<file path="src/rtl/sdram_fb_arbiter.sv">
// Two-port arbiter in front of one Avalon-MM SDRAM controller: a high-priority
// read-only framebuffer port (A) and a read/write plotter port (B).
module sdram_fb_arbiter #(
  parameter int unsigned ADDR_W       = 25,
  parameter int unsigned DATA_W       = 16,
  parameter int unsigned MAX_PENDING  = 8,
  parameter int unsigned STARVE_LIMIT = 16
) (
  input  logic                           clk_clk,
  input  logic                           reset_reset,
  input  logic [ADDR_W-1:0]              a_address,
  input  logic                           a_read,
  output logic                           a_waitrequest,
  output logic [DATA_W-1:0]              a_readdata,
  output logic                           a_readdatavalid,
  input  logic [ADDR_W-1:0]              b_address,
  input  logic                           b_read,
  input  logic                           b_write,
  input  logic [DATA_W-1:0]              b_writedata,
  input  logic [1:0]                     b_byteenable,
  output logic                           b_waitrequest,
  output logic [DATA_W-1:0]              b_readdata,
  output logic                           b_readdatavalid,
  output logic [ADDR_W-1:0]              m_address,
  output logic                           m_read,
  output logic                           m_write,
  output logic [DATA_W-1:0]              m_writedata,
  output logic [1:0]                     m_byteenable,
  input  logic                           m_waitrequest,
  input  logic [DATA_W-1:0]              m_readdata,
  input  logic                           m_readdatavalid,
  output logic [$clog2(MAX_PENDING):0]   pending_count,
  output logic                           err_unexpected_rdv
);

  localparam int unsigned PTR_W = $clog2(MAX_PENDING);
  localparam int unsigned CNT_W = PTR_W + 1;
  localparam int unsigned SC_W  = $clog2(STARVE_LIMIT + 1);

  logic                   lock_q, lock_d;
  logic                   lock_b_q, lock_b_d;
  logic [SC_W-1:0]        starve_q, starve_d;
  logic [PTR_W-1:0]       wr_ptr_q, wr_ptr_d;
  logic [PTR_W-1:0]       rd_ptr_q, rd_ptr_d;
  logic [CNT_W-1:0]       count_q, count_d;
  logic                   err_q, err_d;
  logic [MAX_PENDING-1:0] tag_q, tag_d;
  logic [ADDR_W-1:0]      addr_q, addr_d;
  logic [DATA_W-1:0]      wdata_q, wdata_d;
  logic [1:0]             be_q, be_d;

  logic full, b_wr, b_rd, a_elig, b_elig;
  logic gnt, gnt_b, accept, push, pop;

  // Grant: a stalled command keeps the bus; a starved B beats A; else A first.
  always_comb begin
    full   = (count_q >= CNT_W'(MAX_PENDING));
    b_wr   = b_write;
    b_rd   = b_read && !b_write;
    a_elig = a_read && !full;
    b_elig = b_wr || (b_rd && !full);
    gnt    = 1'b0;
    gnt_b  = 1'b0;
    if (lock_q) begin
      gnt   = 1'b1;
      gnt_b = lock_b_q;
    end else if ((starve_q == SC_W'(STARVE_LIMIT)) && b_elig) begin
      gnt   = 1'b1;
      gnt_b = 1'b1;
    end else if (a_elig) begin
      gnt   = 1'b1;
    end else if (b_elig) begin
      gnt   = 1'b1;
      gnt_b = 1'b1;
    end
    accept = gnt && !m_waitrequest;
  end

  // Command mux, tag FIFO, response steering and next-state.
  always_comb begin
    addr_d   = addr_q;
    wdata_d  = wdata_q;
    be_d     = be_q;
    tag_d    = tag_q;
    wr_ptr_d = wr_ptr_q;
    rd_ptr_d = rd_ptr_q;
    starve_d = starve_q;
    err_d    = err_q;

    if (gnt) begin
      addr_d  = gnt_b ? b_address : a_address;
      wdata_d = gnt_b ? b_writedata : wdata_q;
      be_d    = gnt_b ? b_byteenable : 2'b11;
    end
    m_address     = addr_d;
    m_writedata   = wdata_d;
    m_byteenable  = be_d;
    m_read        = gnt && (gnt_b ? b_rd : 1'b1);
    m_write       = gnt && gnt_b && b_wr;
    a_waitrequest = !(gnt && !gnt_b && !m_waitrequest);
    b_waitrequest = !(gnt && gnt_b && !m_waitrequest);

    lock_d   = gnt && m_waitrequest;
    lock_b_d = lock_d ? gnt_b : lock_b_q;

    push = accept && m_read;
    pop  = m_readdatavalid && (count_q != '0);
    if (push) begin
      tag_d[wr_ptr_q] = gnt_b;
      wr_ptr_d        = wr_ptr_q + PTR_W'(1);
    end
    if (pop) rd_ptr_d = rd_ptr_q + PTR_W'(1);
    count_d = count_q + CNT_W'(push) - CNT_W'(pop);
    if (m_readdatavalid && (count_q == '0)) err_d = 1'b1;

    a_readdatavalid = pop && !tag_q[rd_ptr_q];
    b_readdatavalid = pop && tag_q[rd_ptr_q];
    a_readdata      = m_readdata;
    b_readdata      = m_readdata;

    if (!(b_read || b_write) || (accept && gnt_b)) starve_d = '0;
    else if (starve_q != SC_W'(STARVE_LIMIT))      starve_d = starve_q + SC_W'(1);

    pending_count      = count_q;
    err_unexpected_rdv = err_q;
  end

  always_ff @(posedge clk_clk) begin
    if (reset_reset) begin
      lock_q   <= 1'b0;
      lock_b_q <= 1'b0;
      starve_q <= '0;
      wr_ptr_q <= '0;
      rd_ptr_q <= '0;
      count_q  <= '0;
      err_q    <= 1'b0;
    end else begin
      lock_q   <= lock_d;
      lock_b_q <= lock_b_d;
      starve_q <= starve_d;
      wr_ptr_q <= wr_ptr_d;
      rd_ptr_q <= rd_ptr_d;
      count_q  <= count_d;
      err_q    <= err_d;
    end
  end

  // Payload and tag storage carry no reset: only valid under the pointers/grant.
  always_ff @(posedge clk_clk) begin
    tag_q   <= tag_d;
    addr_q  <= addr_d;
    wdata_q <= wdata_d;
    be_q    <= be_d;
  end

endmodule

</file>
<file path="config.mk">
export PLATFORM = sky130hd
export DESIGN_NAME = sdram_fb_arbiter
export DESIGN_NICKNAME = d
export VERILOG_FILES = /design/src/rtl/sdram_fb_arbiter.sv
export SDC_FILE = /design/constraint.sdc
export NUM_CORES = 1
export LEC_CHECK = 0
export CAP_MARGIN = 10
export CELL_PAD_IN_SITES_DETAIL_PLACEMENT = 0
export CELL_PAD_IN_SITES_GLOBAL_PLACEMENT = 1
export CORE_ASPECT_RATIO = 1.25
export CORE_MARGIN = 1.5
export CORE_UTILIZATION = 31
export CTS_CLUSTER_DIAMETER = 80
export DETAILED_ROUTE_END_ITERATION = 16
export HOLD_SLACK_MARGIN = 0.02
export PLACE_DENSITY_LB_ADDON = 0.25
export SYNTH_ARGS = -nofsm -noshare
export SYNTH_HDL_FRONTEND = slang
export SYNTH_SLANG_ARGS = --single-unit
</file>
<file path="constraint.sdc">
create_clock -name clk_clk -period 7.7 [get_ports clk_clk]
set_input_delay 0.77 -clock clk_clk [delete_from_list [all_inputs] [get_ports clk_clk]]
set_output_delay 0.77 -clock clk_clk [all_outputs]
set_load 0.05 [all_outputs]
</file>
After elaboration in Yosys (flattened, before gate mapping) --
Index checks and enable logic that the tools add are counted.
Cells by class: $lt $le $gt $ge 4, multiplexer cells 19, add/sub/neg operators 5, reduce and logical (&&, ||, !) cells 33, eq/ne operators 2
Operators with widths (number):
- $mux 25 | 2
- $mux 16 | 2
- $logic_and 1x1->1 | 19
- $mux 1 | 10
- $bwmux 8 | 1
- $logic_not 1->1 | 8
- $lt 3x4->1 const B | 2
- $add 3x1->3 const B | 2
- $add 5x1->5 const B | 1
- $eq 5x5->1 const B | 1
- $ne 5x5->1 const B | 1
- $add 4x1->4 | 1
- $ge 4x4->1 const B | 1
- $logic_not 4->1 | 1
- $mux 2 | 2
- $reduce_bool 4->1 | 1
- $sub 4x1->4 | 1
- $bmux 1 s3 | 1
- $demux 1 s3 | 1
- $ge 3x1->1 const B | 1
- $logic_or 1x1->1 | 3
- $reduce_or 2->1 | 1
Word-level totals: word-level logic and storage cells 74, output and inout port bits 86, bits of input ports 91, register bits 69

Logic depth before layout (Yosys ltp) --
depth after elaboration 13, depth in mapped cells 14, depth with buffers taken out 14

Worst setup path after synthesis --
OpenSTA, ideal clock, no wires.
kind register to output, from reg count_q[3], in the netlist pending_count[3], to out m_byteenable[0], arrival 2637 ps, cell stages (with the launch flop) 8, buffers on the path 1, required time 6930 ps, slack 4293 ps, path through dfxtp_1 -> ha_1 -> nor3b_4 -> o21bai_4 -> o31ai_4 -> o21ai_4 -> buf_2 -> a21oi_1
Between the ends: cells in the longest elaborated chain, start to end 10, elaborated cells on any way between the ends 15, classes of those cells order compare (1); mux (9); reduce/logical (5)
Ends and longest elaborated chain:
- from (decl) | line 45 | logic [CNT_W-1:0] count_q, count_d;
- from (signal assigned) | line 143 | count_q <= count_d;
- $ge 4x4->1 * | line 57 | full = (count_q >= CNT_W'(MAX_PENDING));
- $logic_not 1->1 * | line 60, 61
- $logic_and 1x1->1 | line 61 | b_elig = b_wr || (b_rd && !full);
- $logic_or 1x1->1 | line 61
- $mux 1 | line 72 | end else if (b_elig) begin
- $mux 1 | line 70 | end else if (a_elig) begin
- $mux 1 * | line 67 | end else if ((starve_q == SC_W'(STARVE_LIMIT)) && b_elig) begin
- $mux 1 * | line 64 | if (lock_q) begin
- net gnt_b | line 53 | logic gnt, gnt_b, accept, push, pop;
- $mux 2 * | line 93 | be_d = gnt_b ? b_byteenable : 2'b11;
- $mux 2 * | line 90 | if (gnt) begin
- to (decl) | line 28 | output logic [1:0] m_byteenable,
The timed path passes the listed nets; every way through them passes the cells marked *.

Worst setup path in the final report --
from in b_read, to out m_writedata[9]
Between the ends: cells in the longest elaborated chain, start to end 9, elaborated cells on any way between the ends 13, classes of those cells mux (9); reduce/logical (4)
Ends and longest elaborated chain:
- from (decl) | line 17 | input logic b_read,
- $logic_and 1x1->1 * | line 59 | b_rd = b_read && !b_write;
- $logic_and 1x1->1 * | line 61
- $logic_or 1x1->1 * | line 61
- $mux 1 | line 72
- $mux 1 | line 70
- $mux 1 | line 67
- $mux 1 | line 64
- $mux 16 | line 92 | wdata_d = gnt_b ? b_writedata : wdata_q;
- $mux 16 * | line 90
- to (decl) | line 27 | output logic [DATA_W-1:0] m_writedata,
Mark *: on every way between the ends. The rest lies on a longest branch, timed or not.

==> results.sh <==
export IMPL_postCtsSetupBuffers=0
export IMPL_rows=41
export IMPL_maxSlewViolCount=0
export IMPL_cts_tree="built"
export IMPL_dieArea_um2=11000
export IMPL_routedWlPerCell_um=14.7
export IMPL_cts_root_buf="clkbuf_16"
export IMPL_nets=494
export IMPL_drc=0
export IMPL_gr_usage_met2=0.239
export IMPL_maxSlewHeadroom=0.300
export IMPL_max_vdd_ir_drop_mv=0.215
export IMPL_r2r_start="pending_count[3]"
export IMPL_cts_made_buffers=9
export IMPL_cp_max_fo=51
export IMPL_cts_hold_buf=0
export IMPL_clk_latency_ns=0.33
export IMPL_cts_clk_slew_worst_paths_ns=0.05
export IMPL_top_usage_layer="met2"
export IMPL_crit_arrival_ns=3.61
export IMPL_grt_pass1_wl_um=11800
export IMPL_drive_above_1_share=0.111
export IMPL_worstSetupEndpoint="m_writedata[9]"
export IMPL_fill_cells=964
export IMPL_startpoint_type="input pin"
export IMPL_grtUsageMet3=0.0588
export IMPL_cts_resized=0
export IMPL_maxCapViolCount=0
export IMPL_cp_data_required_time_ns=6.93
export IMPL_synth_top_area_cell="dfxtp_1"
export IMPL_leakagePower_uw=0.00174
export IMPL_synth_area_top_cells="dfxtp_1 (38%), a221o_1 (7.8%), buf_4 (7.7%), edfxtp_1 (7.5%), nor2b_1 (5.6%)"
export IMPL_yosysWarningCount=0
export IMPL_hpwl_um=5580
export IMPL_synth_edf_count=8
export IMPL_synth_flop_cell="dfxtp_1"
export IMPL_final_core_util=0.461
export IMPL_drtIter0Drc=73
export IMPL_overflow=0
export IMPL_hold_violations=0
export IMPL_coreArea_um2=10100
export IMPL_gp_congestion=0.744
export IMPL_cts_sinks=69
export IMPL_power_density_nw_per_um2=427
export IMPL_postSynthNetCount=397
export IMPL_yosys_top_cells_count="dfxtp_1 (61), buf_4 (33), nor2b_1 (29), a221o_1 (25)"
export IMPL_ys_seq_area_frac=0.454
export IMPL_setup_violations=0
export IMPL_cp_end_kind="primary output"
export IMPL_yosysMostFrequentCell="dfxtp_1"
export IMPL_num_io_pins=177
export IMPL_hold_path_class="flop to flop"
export IMPL_initial_core_util=0.319
export IMPL_synth_top_area_share=0.379
export IMPL_die_w_um=94.2
export IMPL_grt_use_total=0.143
export IMPL_totalWireLength_um=7730
export IMPL_htreeDepth=3
export IMPL_fmax_mhz=228
export IMPL_rsz0062_at_grt="false"
export IMPL_cts_buffer_depth=2
export IMPL_worstMarginPinSlew_ns=1.05
export IMPL_worstReg2RegEnd="pending_count[3]"
export IMPL_syn_inst=295
export IMPL_avgSynthCellArea_um2=10.9
export IMPL_diodes=0
export IMPL_status="finished, final reports clean"
export IMPL_critPathKind="input pin to primary output"
export IMPL_ant_nets=0
export IMPL_grt_use_met1=0.149
export IMPL_antenna_found_initial=0
export IMPL_numPortBuffers=128
export IMPL_firstDrtPassIters=4
export IMPL_yosysUniqueCellTypes=42
export IMPL_r2r_cells=13
export IMPL_fp_dieH_um=117
export IMPL_ys_seq_elements=69
export IMPL_via_per_inst=4.64
export IMPL_final_setup_tns_ns=0
export IMPL_netlist_area_um2=3220
export IMPL_finClkSkew_ns=0.00643
export IMPL_regToRegSetupSlack_ns=4.74
export IMPL_ys_async_sr_fraction=0
export IMPL_fin_crit_ns=4.38
export IMPL_grt_pass1_vias=2488
export IMPL_period_share=0.568
export IMPL_cp_startpoint="b_read"
export IMPL_grt_start_max_net_pins=52
export IMPL_vias=2439
export IMPL_area_growth_pct=44.7
worst max-delay path: stages:
cell             delay, ns
clkdlybuf4s50_1       0.52
nand2b_1              0.12
o21bai_4              0.24
o31ai_4               0.13
o21ai_4               0.16
buf_4                 0.51
mux2_2                0.41
clkdlybuf4s50_1       0.72
metal layers:
metal | vias up | wire length, µm
met5 | - | 0
met4 | 0 | 182
met3 | 14 | 727
met2 | 81 | 3820
met1 | 1136 | 3000
li1 | 1208 | -
state kept, by name, indices dropped and copies added (netlist names):
| register | flops |
|---|---|
| pending_count | 4 |
| starve_q | 5 |
| wr_ptr_q | 3 |
| rd_ptr_q | 3 |
| wdata_q | 16 |
| lock_q | 1 |
| be_q | 2 |
| addr_q | 25 |
| tag_q | 8 |
| err_unexpected_rdv | 1 |
| lock_b_q | 1 |
cell usage in the layout (no fill, tap or decap), types with 5 or more instances in the layout:
cell type	n
clkbuf_16	9
mux2_2	16
edfxtp_1	8
a221o_1	25
dfxtp_1	61
nand2b_1	9
clkdlybuf4s50_1	128
inv_1	14
nor4_1	6
nand2_1	6
a21oi_1	6
nor3_1	7
xnor2_1	5
nor2b_1	29
nor2_1	16
ha_1	10
how the worst min path moves through the flow:
stage | start | end | slack, ns | cells past startpoint
floorplan | rd_ptr_q[1] | rd_ptr_q[1] | 0.48 | 2
global placement | err_unexpected_rdv | err_unexpected_rdv | 0.45 | 2
detailed placement | wdata_q[14] | wdata_q[14] | 0.46 | 1
CTS | err_unexpected_rdv | err_unexpected_rdv | 0.47 | 2
global route | wdata_q[2] | wdata_q[2] | 0.48 | 1
finish | err_unexpected_rdv | err_unexpected_rdv | 0.47 | 2
power by group:
group	leakage [µW]	switching, µW	internal (µW)
Clock	0.000140	150	244
Combinational	0.00102	662	391
Sequential	0.000583	49.5	491
per-stage QoR:
step	total power (µW)	cells	instance area [µm²]	hold WS [ns]	setup slack, ns
3_5_place_dp	1610	510	4370	0.461	3.28
2_1_floorplan	1320	295	3220	0.475	4.29
6_report	1990	526	4660	0.470	3.32
3_3_place_gp	1600	510	4370	0.447	3.31
5_1_grt	2090	526	4660	0.485	3.14
4_1_cts	2010	526	4660	0.474	3.27
area by class of cell:
type / instances / area, µm² / share of cell area
tap: 129 / 161 / 0.0347
timing repair buffer: 129 / 1290 / 0.277
inverter: 14 / 52.6 / 0.0113
clock buffer: 15 / 278 / 0.0596
clock inverter: 1 / 5.00 / 0.00107
sequential: 69 / 1460 / 0.314
multi-input combinational: 169 / 1410 / 0.303
cell families after synthesis:
logic type,synth area share
buf+inv,0.108
fa+ha+maj,0.0451
flops,0.454
mux,0.0828
xor+xnor,0.0218
simple gates,0.156
compound gates,0.132
Note: power is estimated with default switching activity, not from simulation.
